===== src/rtl/drive_pkg.sv =====
// Shared types and constants for the motor drive arbiter: FSM states, command
// bit layout and the legality filter applied to a granted command.
package drive_pkg;

  localparam int unsigned NREQ      = 3;
  localparam int unsigned CMD_W     = 8;
  localparam int unsigned DUTY_W    = 2;

  localparam int unsigned FWD_A_BIT = 7;
  localparam int unsigned FWD_B_BIT = 6;
  localparam int unsigned BWD_A_BIT = 5;
  localparam int unsigned BWD_B_BIT = 4;
  localparam int unsigned DUTY_A_HI = 3;
  localparam int unsigned DUTY_A_LO = 2;
  localparam int unsigned DUTY_B_HI = 1;
  localparam int unsigned DUTY_B_LO = 0;

  typedef enum logic [1:0] {
    IDLE   = 2'd0,
    DEAD   = 2'd1,
    ACTIVE = 2'd2
  } state_t;

  typedef struct packed {
    logic              fwd_a;
    logic              fwd_b;
    logic              bwd_a;
    logic              bwd_b;
    logic [DUTY_W-1:0] duty_a;
    logic [DUTY_W-1:0] duty_b;
    logic              fault;
  } motor_t;

  // A side commanding both directions at once is shorted out entirely; the other side passes.
  function automatic motor_t cmd_filter(input logic [CMD_W-1:0] cmd);
    motor_t m;
    logic   bad_a;
    logic   bad_b;
    bad_a    = cmd[FWD_A_BIT] & cmd[BWD_A_BIT];
    bad_b    = cmd[FWD_B_BIT] & cmd[BWD_B_BIT];
    m.fwd_a  = cmd[FWD_A_BIT] & ~bad_a;
    m.bwd_a  = cmd[BWD_A_BIT] & ~bad_a;
    m.fwd_b  = cmd[FWD_B_BIT] & ~bad_b;
    m.bwd_b  = cmd[BWD_B_BIT] & ~bad_b;
    m.duty_a = bad_a ? '0 : cmd[DUTY_A_HI:DUTY_A_LO];
    m.duty_b = bad_b ? '0 : cmd[DUTY_B_HI:DUTY_B_LO];
    m.fault  = bad_a | bad_b;
    return m;
  endfunction

endpackage


===== src/rtl/drive_arbiter_if.sv =====
// Requester/command bundle and motor-side outputs of the drive arbiter.
interface drive_arbiter_if;
  import drive_pkg::*;

  logic              enable;
  logic [NREQ-1:0]   req;
  logic [CMD_W-1:0]  cmd0;
  logic [CMD_W-1:0]  cmd1;
  logic [CMD_W-1:0]  cmd2;

  logic              FWD_A;
  logic              FWD_B;
  logic              BWD_A;
  logic              BWD_B;
  logic [DUTY_W-1:0] Duty_SelA;
  logic [DUTY_W-1:0] Duty_SelB;
  logic [NREQ-1:0]   grant;
  logic              busy;
  logic              fault;

  modport master (
    output enable, req, cmd0, cmd1, cmd2,
    input  FWD_A, FWD_B, BWD_A, BWD_B, Duty_SelA, Duty_SelB, grant, busy, fault
  );

  modport slave (
    input  enable, req, cmd0, cmd1, cmd2,
    output FWD_A, FWD_B, BWD_A, BWD_B, Duty_SelA, Duty_SelB, grant, busy, fault
  );
endinterface


===== src/rtl/drive_prio_enc.sv =====
// Fixed-priority encoder: lowest set request index wins, reported one-hot.
module drive_prio_enc
  import drive_pkg::*;
(
  input  logic [NREQ-1:0] req,
  output logic [NREQ-1:0] winner_c,
  output logic            valid_c
);

  always_comb begin
    winner_c = '0;
    for (int unsigned i = 0; i < NREQ; i++) begin
      if (req[i] && (winner_c == '0)) winner_c[i] = 1'b1;
    end
  end

  assign valid_c = |req;

endmodule


===== src/rtl/drive_arbiter.sv =====
// Arbitrates three drive requesters onto one H-bridge, inserting an all-off
// dead-time before every grant and holding grants against lower-urgency preemption.
module drive_arbiter
  import drive_pkg::*;
#(
  parameter int unsigned DEAD_CYCLES = 50_000,
  parameter int unsigned MIN_HOLD    = 5_000_000
) (
  input  logic            clk,
  input  logic            rst,
  drive_arbiter_if.slave  bus
);

  localparam int unsigned CNT_MAX = (DEAD_CYCLES > MIN_HOLD) ? DEAD_CYCLES : MIN_HOLD;
  localparam int unsigned CNT_W   = $clog2(CNT_MAX + 1);
  localparam logic [CNT_W-1:0] DEAD_LAST = CNT_W'(DEAD_CYCLES - 1);
  localparam logic [CNT_W-1:0] HOLD_MAX  = CNT_W'(MIN_HOLD);

  state_t          state_q, state_d;
  logic [NREQ-1:0] pending_q, pending_d;
  logic [NREQ-1:0] grant_q, grant_d;
  logic [CNT_W-1:0] cnt_q, cnt_d;
  motor_t          motor_q, motor_d;
  logic            busy_q, busy_d;

  logic [NREQ-1:0] winner_c;
  logic            any_c;
  logic            granted_req_c;
  logic            emerg_c;
  logic            higher_c;
  logic [CMD_W-1:0] sel_cmd_c;

  drive_prio_enc u_prio (
    .req      (bus.req),
    .winner_c (winner_c),
    .valid_c  (any_c)
  );

  assign granted_req_c = |(bus.req & grant_q);
  assign emerg_c       = bus.req[0] & ~grant_q[0];
  assign higher_c      = granted_req_c & (winner_c != grant_q);

  // State, pending winner, owner and shared counter
  always_ff @(posedge clk or posedge rst) begin
    if (rst) begin
      state_q   <= IDLE;
      pending_q <= '0;
      grant_q   <= '0;
      cnt_q     <= '0;
    end else begin
      state_q   <= state_d;
      pending_q <= pending_d;
      grant_q   <= grant_d;
      cnt_q     <= cnt_d;
    end
  end

  // Next-state: every new owner passes through DEAD; enable low overrides everything
  always_comb begin
    state_d   = state_q;
    pending_d = pending_q;
    grant_d   = grant_q;
    cnt_d     = cnt_q;
    if (!bus.enable) begin
      state_d   = IDLE;
      pending_d = '0;
      grant_d   = '0;
      cnt_d     = '0;
    end else begin
      case (state_q)
        IDLE: begin
          if (any_c) begin
            state_d   = DEAD;
            pending_d = winner_c;
            cnt_d     = '0;
          end
        end
        DEAD: begin
          if (cnt_q == DEAD_LAST) begin
            cnt_d = '0;
            if (|(bus.req & pending_q)) begin
              state_d = ACTIVE;
              grant_d = pending_q;
            end else if (any_c) begin
              state_d   = DEAD;
              pending_d = winner_c;
            end else begin
              state_d   = IDLE;
              pending_d = '0;
            end
          end else begin
            cnt_d = cnt_q + CNT_W'(1);
          end
        end
        ACTIVE: begin
          if (!granted_req_c || emerg_c || (higher_c && (cnt_q == HOLD_MAX))) begin
            grant_d = '0;
            cnt_d   = '0;
            if (any_c) begin
              state_d   = DEAD;
              pending_d = winner_c;
            end else begin
              state_d   = IDLE;
              pending_d = '0;
            end
          end else if (cnt_q != HOLD_MAX) begin
            cnt_d = cnt_q + CNT_W'(1);
          end
        end
        default: begin
          state_d   = IDLE;
          pending_d = '0;
          grant_d   = '0;
          cnt_d     = '0;
        end
      endcase
    end
  end

  // Output decode from the next state so motor outputs register alongside the grant
  always_comb begin
    sel_cmd_c = '0;
    motor_d   = '0;
    busy_d    = (state_d != IDLE);
    if (grant_d[0])      sel_cmd_c = bus.cmd0;
    else if (grant_d[1]) sel_cmd_c = bus.cmd1;
    else if (grant_d[2]) sel_cmd_c = bus.cmd2;
    if (state_d == ACTIVE) motor_d = cmd_filter(sel_cmd_c);
  end

  always_ff @(posedge clk or posedge rst) begin
    if (rst) begin
      motor_q <= '0;
      busy_q  <= 1'b0;
    end else begin
      motor_q <= motor_d;
      busy_q  <= busy_d;
    end
  end

  assign bus.FWD_A     = motor_q.fwd_a;
  assign bus.FWD_B     = motor_q.fwd_b;
  assign bus.BWD_A     = motor_q.bwd_a;
  assign bus.BWD_B     = motor_q.bwd_b;
  assign bus.Duty_SelA = motor_q.duty_a;
  assign bus.Duty_SelB = motor_q.duty_b;
  assign bus.fault     = motor_q.fault;
  assign bus.grant     = grant_q;
  assign bus.busy      = busy_q;

endmodule


===== src/flat_wrapper.sv =====
// flat-port wrapper written by rule: the top's interface ports become plain ports
module drive_arbiter_flat import drive_pkg::*;
#(
  parameter int unsigned DEAD_CYCLES = 50_000,
  parameter int unsigned MIN_HOLD    = 5_000_000
)
  (clk, rst, bus_enable, bus_req, bus_cmd0, bus_cmd1, bus_cmd2, bus_FWD_A, bus_FWD_B, bus_BWD_A, bus_BWD_B, bus_Duty_SelA, bus_Duty_SelB, bus_grant, bus_busy, bus_fault);
  drive_arbiter_if bus_i ();
  input  logic clk;
  input  logic rst;
  input wire logic [$bits(bus_i.enable)-1:0] bus_enable;
  input wire logic [$bits(bus_i.req)-1:0] bus_req;
  input wire logic [$bits(bus_i.cmd0)-1:0] bus_cmd0;
  input wire logic [$bits(bus_i.cmd1)-1:0] bus_cmd1;
  input wire logic [$bits(bus_i.cmd2)-1:0] bus_cmd2;
  output wire logic [$bits(bus_i.FWD_A)-1:0] bus_FWD_A;
  output wire logic [$bits(bus_i.FWD_B)-1:0] bus_FWD_B;
  output wire logic [$bits(bus_i.BWD_A)-1:0] bus_BWD_A;
  output wire logic [$bits(bus_i.BWD_B)-1:0] bus_BWD_B;
  output wire logic [$bits(bus_i.Duty_SelA)-1:0] bus_Duty_SelA;
  output wire logic [$bits(bus_i.Duty_SelB)-1:0] bus_Duty_SelB;
  output wire logic [$bits(bus_i.grant)-1:0] bus_grant;
  output wire logic [$bits(bus_i.busy)-1:0] bus_busy;
  output wire logic [$bits(bus_i.fault)-1:0] bus_fault;
  assign bus_i.enable = bus_enable;
  assign bus_i.req = bus_req;
  assign bus_i.cmd0 = bus_cmd0;
  assign bus_i.cmd1 = bus_cmd1;
  assign bus_i.cmd2 = bus_cmd2;
  assign bus_FWD_A = bus_i.FWD_A;
  assign bus_FWD_B = bus_i.FWD_B;
  assign bus_BWD_A = bus_i.BWD_A;
  assign bus_BWD_B = bus_i.BWD_B;
  assign bus_Duty_SelA = bus_i.Duty_SelA;
  assign bus_Duty_SelB = bus_i.Duty_SelB;
  assign bus_grant = bus_i.grant;
  assign bus_busy = bus_i.busy;
  assign bus_fault = bus_i.fault;
  drive_arbiter #(.DEAD_CYCLES(DEAD_CYCLES), .MIN_HOLD(MIN_HOLD)) u_core (.clk(clk), .rst(rst), .bus(bus_i));
endmodule

===== config.mk =====
export PLATFORM = sky130hd
export DESIGN_NAME = drive_arbiter_flat
export DESIGN_NICKNAME = d
export VERILOG_FILES = /design/src/rtl/drive_pkg.sv /design/src/rtl/drive_arbiter_if.sv /design/src/rtl/drive_prio_enc.sv /design/src/rtl/drive_arbiter.sv /design/src/flat_wrapper.sv
export SDC_FILE = /design/constraint.sdc
export NUM_CORES = 1
export LEC_CHECK = 0
export BUFFER_PORTS_ARGS = -buffer_cell sky130_fd_sc_hd__buf_2
export CORE_ASPECT_RATIO = 2
export CORE_MARGIN = 1
export CORE_UTILIZATION = 50
export DETAILED_ROUTE_END_ITERATION = 10
export PLACE_DENSITY = 0.75
export SETUP_SLACK_MARGIN = 0.5
export SYNTH_ARGS = -nofsm -noshare
export SYNTH_HDL_FRONTEND = slang
export SYNTH_SLANG_ARGS = --single-unit

===== constraint.sdc =====
create_clock -name clk -period 2.6 [get_ports clk]
set_input_delay 0.78 -clock clk [delete_from_list [all_inputs] [get_ports clk]]
set_output_delay 0.78 -clock clk [all_outputs]
set_load 0.005 [all_outputs]

==> results.yml, run 1 <==
power:
  intPower_w: 0.000980
  clkPwrFrac_pct: 34.9
  power_density_nw_per_um2: 336
  pwr-share-comb_pct: 16.5
  p_leak_nw: 1.79
  seqPwrFrac_pct: 48.6
  finalPower_w: 0.00134
  ir_drop_v: 0.000453
  swShare_pct: 27.0
  switchingPower_w: 0.000362
floorplanning:
  pin_count: 43
  initial_utilization_pct: 52.1
  row_count: 36
  core_um2: 4860
  die-height_um: 103
  die_w_um: 52.3
  die_area_um2: 5370
global_routing:
  grt_pass1_wl_um: 14600
  overflow: 0
  grt_max_degree: 42
  grt_pass1_vias: 3047
  antenna_found_initial: 0
  grt_util_all_layers_pct: 38.0
yosys:
  synth_cell_type_count: 54
  synth-async-reset-ratio_pct: 100
  synth_edf_count: 0
  syn-cell-area_um2: 2530
  synth_area_per_cell_um2: 9.32
  yosysSeqAreaShare_pct: 40.5
  synth-seq-cells: 41
  ys_warn_count: 0
  synthFlopType: "dfrtp_1"
  syn-num-nets: 310
  synth_cells: 272
worst_setup_path:
  crit_type: "register to register"
  r2r_cells: 9
  start_kind: "register"
  slowest_delay_ns: 0.58
  crit_path_frequent_cell: "or4_4"
  crit_chain: "or4_4 -> or4_4 -> o31ai_4 -> o211ai_2 -> buf_6 -> a2bb2oi_4 -> o2bb2ai_4 -> mux2_4 -> and3b_1"
  cp_max_fo: 4
  cpMaxStageDelayCell: "or4_4"
  r2r-start: "u_core.cnt_q[17]"
  cp-end-kind: "register"
  reg2reg_slack_ns: -0.54
  worstPathArrival_ns: 3.33
  crit_required_ns: 2.80
  worstReg2RegEnd: "u_core.bus.FWD_A"
job:
  drv_cap: 0
timing:
  slew_headroom_pct: 63.5
  max_freq_ghz: 0.319
  setup_viol: 39
  finClkSkew_ns: 0.00275
  grt_setup_unrepaired: "yes"
  max_slew.worst_pin.slew_ns: 0.547
  fin_crit_ns: 3.14
  final_hold_viol_count: 0
  final.setup.worst_slack_ns: -0.537
  slew_viol_final: 0
  fin_crit_sh_pct: 121
placed_design:
  placed_cells: 435
  placed_area_um2: 3400
  portBuffers: 42
  pre_cts_ws_ns: -0.506
  routabilityCongestion: 0.922
  place_hpwl_um: 6060
final_layout:
  nets: 446
  drive_gt1_share_pct: 49.9
  finalNonFillerCells: 466
  antenna_cells: 0
  seq_area_um2: 1030
  syn2layout_area_growth_pct: 57.6
  final_area_um2: 3990
  multi_input_area_um2: 1800
  nFillCells: 271
hold_path:
  hold_class: "input pin to async pin"
status:
  failed_checks: "negative setup slack"
  status: "complete, but fails checks"
clock_network:
  tritoncts: "yes"
  clock_latency_ns: 0.30
  htree_levels: 2
  cts_buffers: 5
  cts_sinks: 41
  cts-root-buf: "clkbuf_8"
  clk_pin_slew_ns: 0.08
  clk_path_buf_depth: 2
  cts_hold_buf: 0
routing:
  vias: 2930
  drc: 0
  first_iter_violations: 156
  ant_nets: 0
  first_pass_iters: 5
  via_per_inst: 6.29
  drt-total-wl_um: 9950
  routedWlPerCell_um: 21.4
cell usage in the layout (no fill, tap or decap), types with 8 or more instances in the layout:
master / instances
buf_4: 78
buf_2: 42
dfrtp_1: 41
nor2_1: 32
nand2_1: 27
nand3_1: 16
xor2_1: 14
inv_1: 11
buf_6: 11
ha_1: 8
layout make-up:
| cell class | count | share of cell area (%) |
|---|---|---|
| clock inverters | 1 | 0.125 |
| flip-flops and latches | 41 | 25.7 |
| clock buffers | 7 | 2.41 |
| inverters | 14 | 1.50 |
| multi-input cells | 214 | 45.0 |
| repair buffers | 132 | 23.5 |
| well taps | 57 | 1.79 |
through the flow:
| step | hold slack [ns] | util [%] | TNS, ns |
|---|---|---|---|
| floorplan | 0.482 | - | -0.795 |
| global placement | 0.539 | 69.9 | -12.09 |
| detailed placement | 0.565 | 69.9 | -13.89 |
| CTS | 0.592 | 78.9 | -3.58 |
| global route | 0.619 | 82.1 | -10.43 |
| finish | 0.603 | 82.1 | -6.38 |
per-layer routing:
layer / GRT usage (%) / vias up / part of all wire (%)
met4: 34.6 / 0 / 10
met1: 28.4 / 1423 / 29
met3: 11.5 / 88 / 5.1
met2: 70.8 / 164 / 56
li1: - / 1255 / -
met5: 0 / - / 0
Yosys cell counts, types with 2 or more instances:
master	count	area share, %
dfrtp_1	41	40
or4b_2	2	0.79
xor2_1	15	5.2
or2_2	3	0.74
o21ai_0	6	1.2
o2bb2ai_2	2	1.2
nand4_1	6	1.5
a221oi_1	2	0.69
o2111ai_1	5	1.7
ha_1	8	4.0
nor3b_1	3	0.89
nor3_1	7	1.4
o211a_1	2	0.79
inv_1	13	1.9
nor2_1	33	4.9
nand3_1	18	3.6
a21oi_1	4	0.79
mux2_2	2	0.89
or4_4	2	0.89
a211oi_1	3	0.89
nand4b_1	2	0.69
and3_1	5	1.2
mux2i_1	2	0.79
nand2_1	31	4.6
xnor2_1	7	2.4
and3b_1	2	0.69
o211ai_2	2	0.99
nor4_1	5	1.2
a32o_1	4	1.6
clkbuf_1	4	0.59
o2bb2ai_1	2	0.69
nor4bb_1	2	0.79
o31ai_1	2	0.59
nand2b_1	2	0.49
nor2b_1	2	0.49
and2_1	3	0.74
critical path: cells and delay by family (launching register included):
family,cells,cell delay [ns]
AOI/OAI and AO/OA,4,0.86
buffers and inverters,1,0.16
DFF,1,0.38
muxes,1,0.30
and+or+nand+nor,3,1.32
flip-flops by register name, indices dropped and copies added (netlist names):
register / count
u_core.bus.BWD_A: 1
u_core.bus.BWD_B: 1
u_core.bus.Duty_SelA: 2
u_core.bus.Duty_SelB: 2
u_core.bus.FWD_A: 1
u_core.bus.FWD_B: 1
u_core.bus.busy: 1
u_core.bus.fault: 1
u_core.bus.grant: 3
u_core.cnt_q: 23
u_core.pending_q: 3
u_core.state_q: 2
power by group through the flow:
stage	Combinational, W	Clock [W]	Sequential (W)
3_5_place_dp	0.000165	0	0.000663
2_1_floorplan	0.0000824	0	0.000662
3_3_place_gp	0.000162	0	0.000663
5_1_grt	0.000236	0.000496	0.000653
4_1_cts	0.000201	0.000471	0.000650
6_report	0.000221	0.000468	0.000652
worst max path at each step:
stage	from	to	slack [ns]	cells after the start
after detailed placement	bus_req[1]	u_core.cnt_q[21]	-0.51	7
final	u_core.cnt_q[17]	u_core.bus.FWD_A	-0.54	9
after CTS	u_core.cnt_q[20]	u_core.bus.BWD_B	-0.31	9
after global placement	bus_req[0]	u_core.cnt_q[14]	-0.40	10
after floorplan	u_core.cnt_q[12]	u_core.bus.BWD_B	-0.17	9
after global routing	u_core.cnt_q[17]	u_core.bus.FWD_A	-0.57	9
cells by family after synthesis:
family | synth area share (%)
fa+ha+maj | 3.95
flops | 40.5
xor+xnor | 7.61
simple gates | 27.7
compound gates | 15.9
mux | 1.68
buf+inv | 2.77
repair_timing:
| action | in CTS | in global routing |
|---|---|---|
| setup buffers | 16 | 6 |
| cloned | 1 | 0 |
| pin swaps | 16 | 20 |
| setup endpoints to repair | 41 | 41 |
| hold endpoints to repair | 0 | 0 |
| resized for setup | 42 | 22 |
(Power assumes the default switching activity.)
==> inputs of run 2 (changes only) <==
--- a/config.mk
+++ b/config.mk
@@ -14,4 +14,5 @@
 export SETUP_SLACK_MARGIN = 0.5
 export SYNTH_ARGS = -nofsm -noshare
 export SYNTH_HDL_FRONTEND = slang
+export SYNTH_HIERARCHICAL = 1
 export SYNTH_SLANG_ARGS = --single-unit
==> run 2 against run 1 <==
Net effect: the flow still finishes with violations (negative setup slack); via count decreased by 9.1%; fmax increased by 4.1%; non-clock buffer count decreased by 15; combinational power decreased by 21%; synthesized area decreased by 2.7%; flip-flop and latch count unchanged; worst hold slack got worse by 0.047 ns; register-to-register slack improved by 0.12 ns; first-iteration DRC count decreased by 19%; final area decreased by 7.7%; sequential power about the same.
==> results.yml, run 2 <==
final_layout:
  drive_gt1_share_pct: 42.4
  final_cell_mix: "69 x buf_4, 42 x buf_2, 41 x dfrtp_1"
  nFillCells: 289
  top_register: "u_core/cnt_q"
  antenna_cells: 0
  finalNonFillerCells: 451
  nets: 431
  final_common_cell: "buf_4"
  largest_reg_flops: 23
  syn2layout_area_growth_pct: 49.4
routing:
  routedWlPerCell_um: 17.8
  via_per_inst: 5.90
  first_pass_iters: 4
  ant_nets: 0
  first_iter_violations: 126
  drt-total-wl_um: 8040
  vias: 2662
  drc: 0
yosys:
  synth-async-reset-ratio_pct: 100
  synth_cell_type_count: 54
  synth-seq-cells: 41
  synthFlopType: "dfrtp_1"
  synth_area_leaders: "dfrtp_1 42%, nor2_1 5.0%, nand3_1 4.5%"
  synth_mux_area_share_pct: 1.27
  netlist_top_cells_count: "41 x dfrtp_1, 33 x nor2_1, 22 x nand3_1"
  ys_warn_count: 6
  synth.most_common_cell: "dfrtp_1"
  synth_top_family_by_area: "simple AND/OR/NAND/NOR gates"
  syn-num-nets: 315
  synth-xor-area-share_pct: 3.20
  yosys.area.top_type: "dfrtp_1"
  synth_edf_count: 0
  syn-cell-area_um2: 2470
  yosys.area_share.simple_pct: 29.2
  synth_area_per_cell_um2: 8.84
  synth_top_area_share_pct: 41.6
  synth_compound_area_share_pct: 18.6
  synth_cells: 279
  synthAdderAreaFrac_pct: 3.04
  yosysSeqAreaShare_pct: 41.6
worst_setup_path:
  r2r-start: "u_core/cnt_q[17]"
  crit_type: "register to register"
  worstPathArrival_ns: 3.22
  r2r_cells: 8
  start_kind: "register"
  cp-end-kind: "register"
  crit_required_ns: 2.81
  worstReg2RegEnd: "u_core/bus.Duty_SelA[0]"
  reg2reg_slack_ns: -0.41
  cp_max_fo: 3
clock_network:
  clk_path_buf_depth: 2
  cts_sinks: 41
  cts_hold_buf: 0
  clk_pin_slew_ns: 0.08
  tritoncts: "yes"
  htree_levels: 2
  clock_latency_ns: 0.30
  cts-root-buf: "clkbuf_8"
  cts_buffers: 5
power:
  finalPower_w: 0.00135
  ir_drop_v: 0.000358
  p_leak_nw: 1.72
  power_density_nw_per_um2: 366
timing:
  finClkSkew_ns: 0.00760
  tns_ns: -6.37
  slew_headroom_pct: 64.2
  fin_hold_ws_ns: 0.556
  max_slew.worst_pin.slew_ns: 0.536
  max_freq_ghz: 0.332
  fin_crit_sh_pct: 116
  final.setup.worst_slack_ns: -0.415
  grt_setup_unrepaired: "yes"
  slew_viol_final: 0
  final_hold_viol_count: 0
  fin_crit_ns: 3.01
  setup_viol: 34
status:
  failed_checks: "negative setup slack"
  status: "complete, but fails checks"
global_routing:
  grt_max_degree: 42
  grt_util_all_layers_pct: 32.1
  antenna_found_initial: 0
  grt_pass1_wl_um: 12400
  grt_pass1_vias: 2764
  overflow: 0
floorplanning:
  die_area_um2: 5230
  row_count: 35
  pin_count: 43
  die-height_um: 101
  initial_utilization_pct: 52.6
  core_um2: 4690
  die_w_um: 51.7
placed_design:
  placed_cells: 436
  portBuffers: 42
  place_hpwl_um: 5540
  routabilityCongestion: 0.915
hold_path:
  hold_path_end: "u_core/cnt_q[2]"
  hold_path.startpoint: "u_core/cnt_q[2]"
  hold_path_depth: 1
  hold_class: "register to register"
job:
  drv_cap: 0
-- run 2: final cells by class --
| class | instances | area (um2) | area share, % |
|---|---|---|---|
| Timing Repair Buffer | 117 | 813 | 22.1 |
| Clock inverter | 3 | 46.3 | 1.26 |
| Multi-Input combinational cell | 219 | 1620 | 43.9 |
| Sequential cell | 41 | 1030 | 27.8 |
| Clock buffer | 5 | 68.8 | 1.87 |
| Inverter | 11 | 43.8 | 1.19 |
| Tap cell | 55 | 68.8 | 1.87 |
-- run 2: what timing repair did --
action                                 CTS  global route
endpoints found under the hold margin    0             0
pin swaps                               18             8
setup buffers                            3             4
setup endpoints to repair               41            41
gates resized for setup                 16            12
-- run 2: cell families after synthesis --
logic type      Yosys count
simple gates            134
buf+inv                  19
flops                    41
mux                       3
xor+xnor                  9
fa+ha+maj                 6
compound gates           67
-- run 2: per-layer routing --
layer | up-vias | part of all wire [%] | global-route usage [%]
li1 | 1259 | - | -
met5 | - | 0 | 0
met4 | 0 | 4.5 | 17.0
met1 | 1260 | 34 | 30.6
met3 | 32 | 4.0 | 5.11
met2 | 111 | 57 | 61.8
-- run 2: stage by stage --
stage	util (%)	worst slack (ns)	instance area, um2
global route	78.6	-0.474	3680
global placement	72.2	-0.361	3380
floorplan	-	-0.297	2640
finish	78.6	-0.415	3680
CTS	76.7	-0.329	3590
detailed placement	72.2	-0.453	3380
-- run 2: how the worst max path moves through the flow --
stage | start | cells after the start | end | slack, ns
after floorplan | u_core/cnt_q[10] | 8 | u_core/bus.Duty_SelB[0] | -0.30
after global placement | bus_req[1] | 10 | u_core/bus.Duty_SelA[0] | -0.36
after detailed placement | u_core/cnt_q[10] | 8 | u_core/bus.Duty_SelA[0] | -0.45
after CTS | u_core/cnt_q[17] | 8 | u_core/bus.Duty_SelA[0] | -0.33
after global routing | u_core/cnt_q[17] | 8 | u_core/bus.Duty_SelA[0] | -0.47
final | u_core/cnt_q[17] | 8 | u_core/bus.Duty_SelA[0] | -0.41
-- run 2: critical path, stage by stage (launching register included) --
cell and delay, ns:
dfrtp_1 0.40, or4_4 0.54, or3_4 0.42, o41a_1 0.31, a221o_1 0.34, and3_4 0.19
a211oi_4 0.32, nor3_2 0.12, nor4_2 0.27
-- run 2: where the power goes --
group / switching [W] / internal [W]
logic: 0.0000951 / 0.0000802
registers: 0.00000568 / 0.000643
clock network: 0.000235 / 0.000287
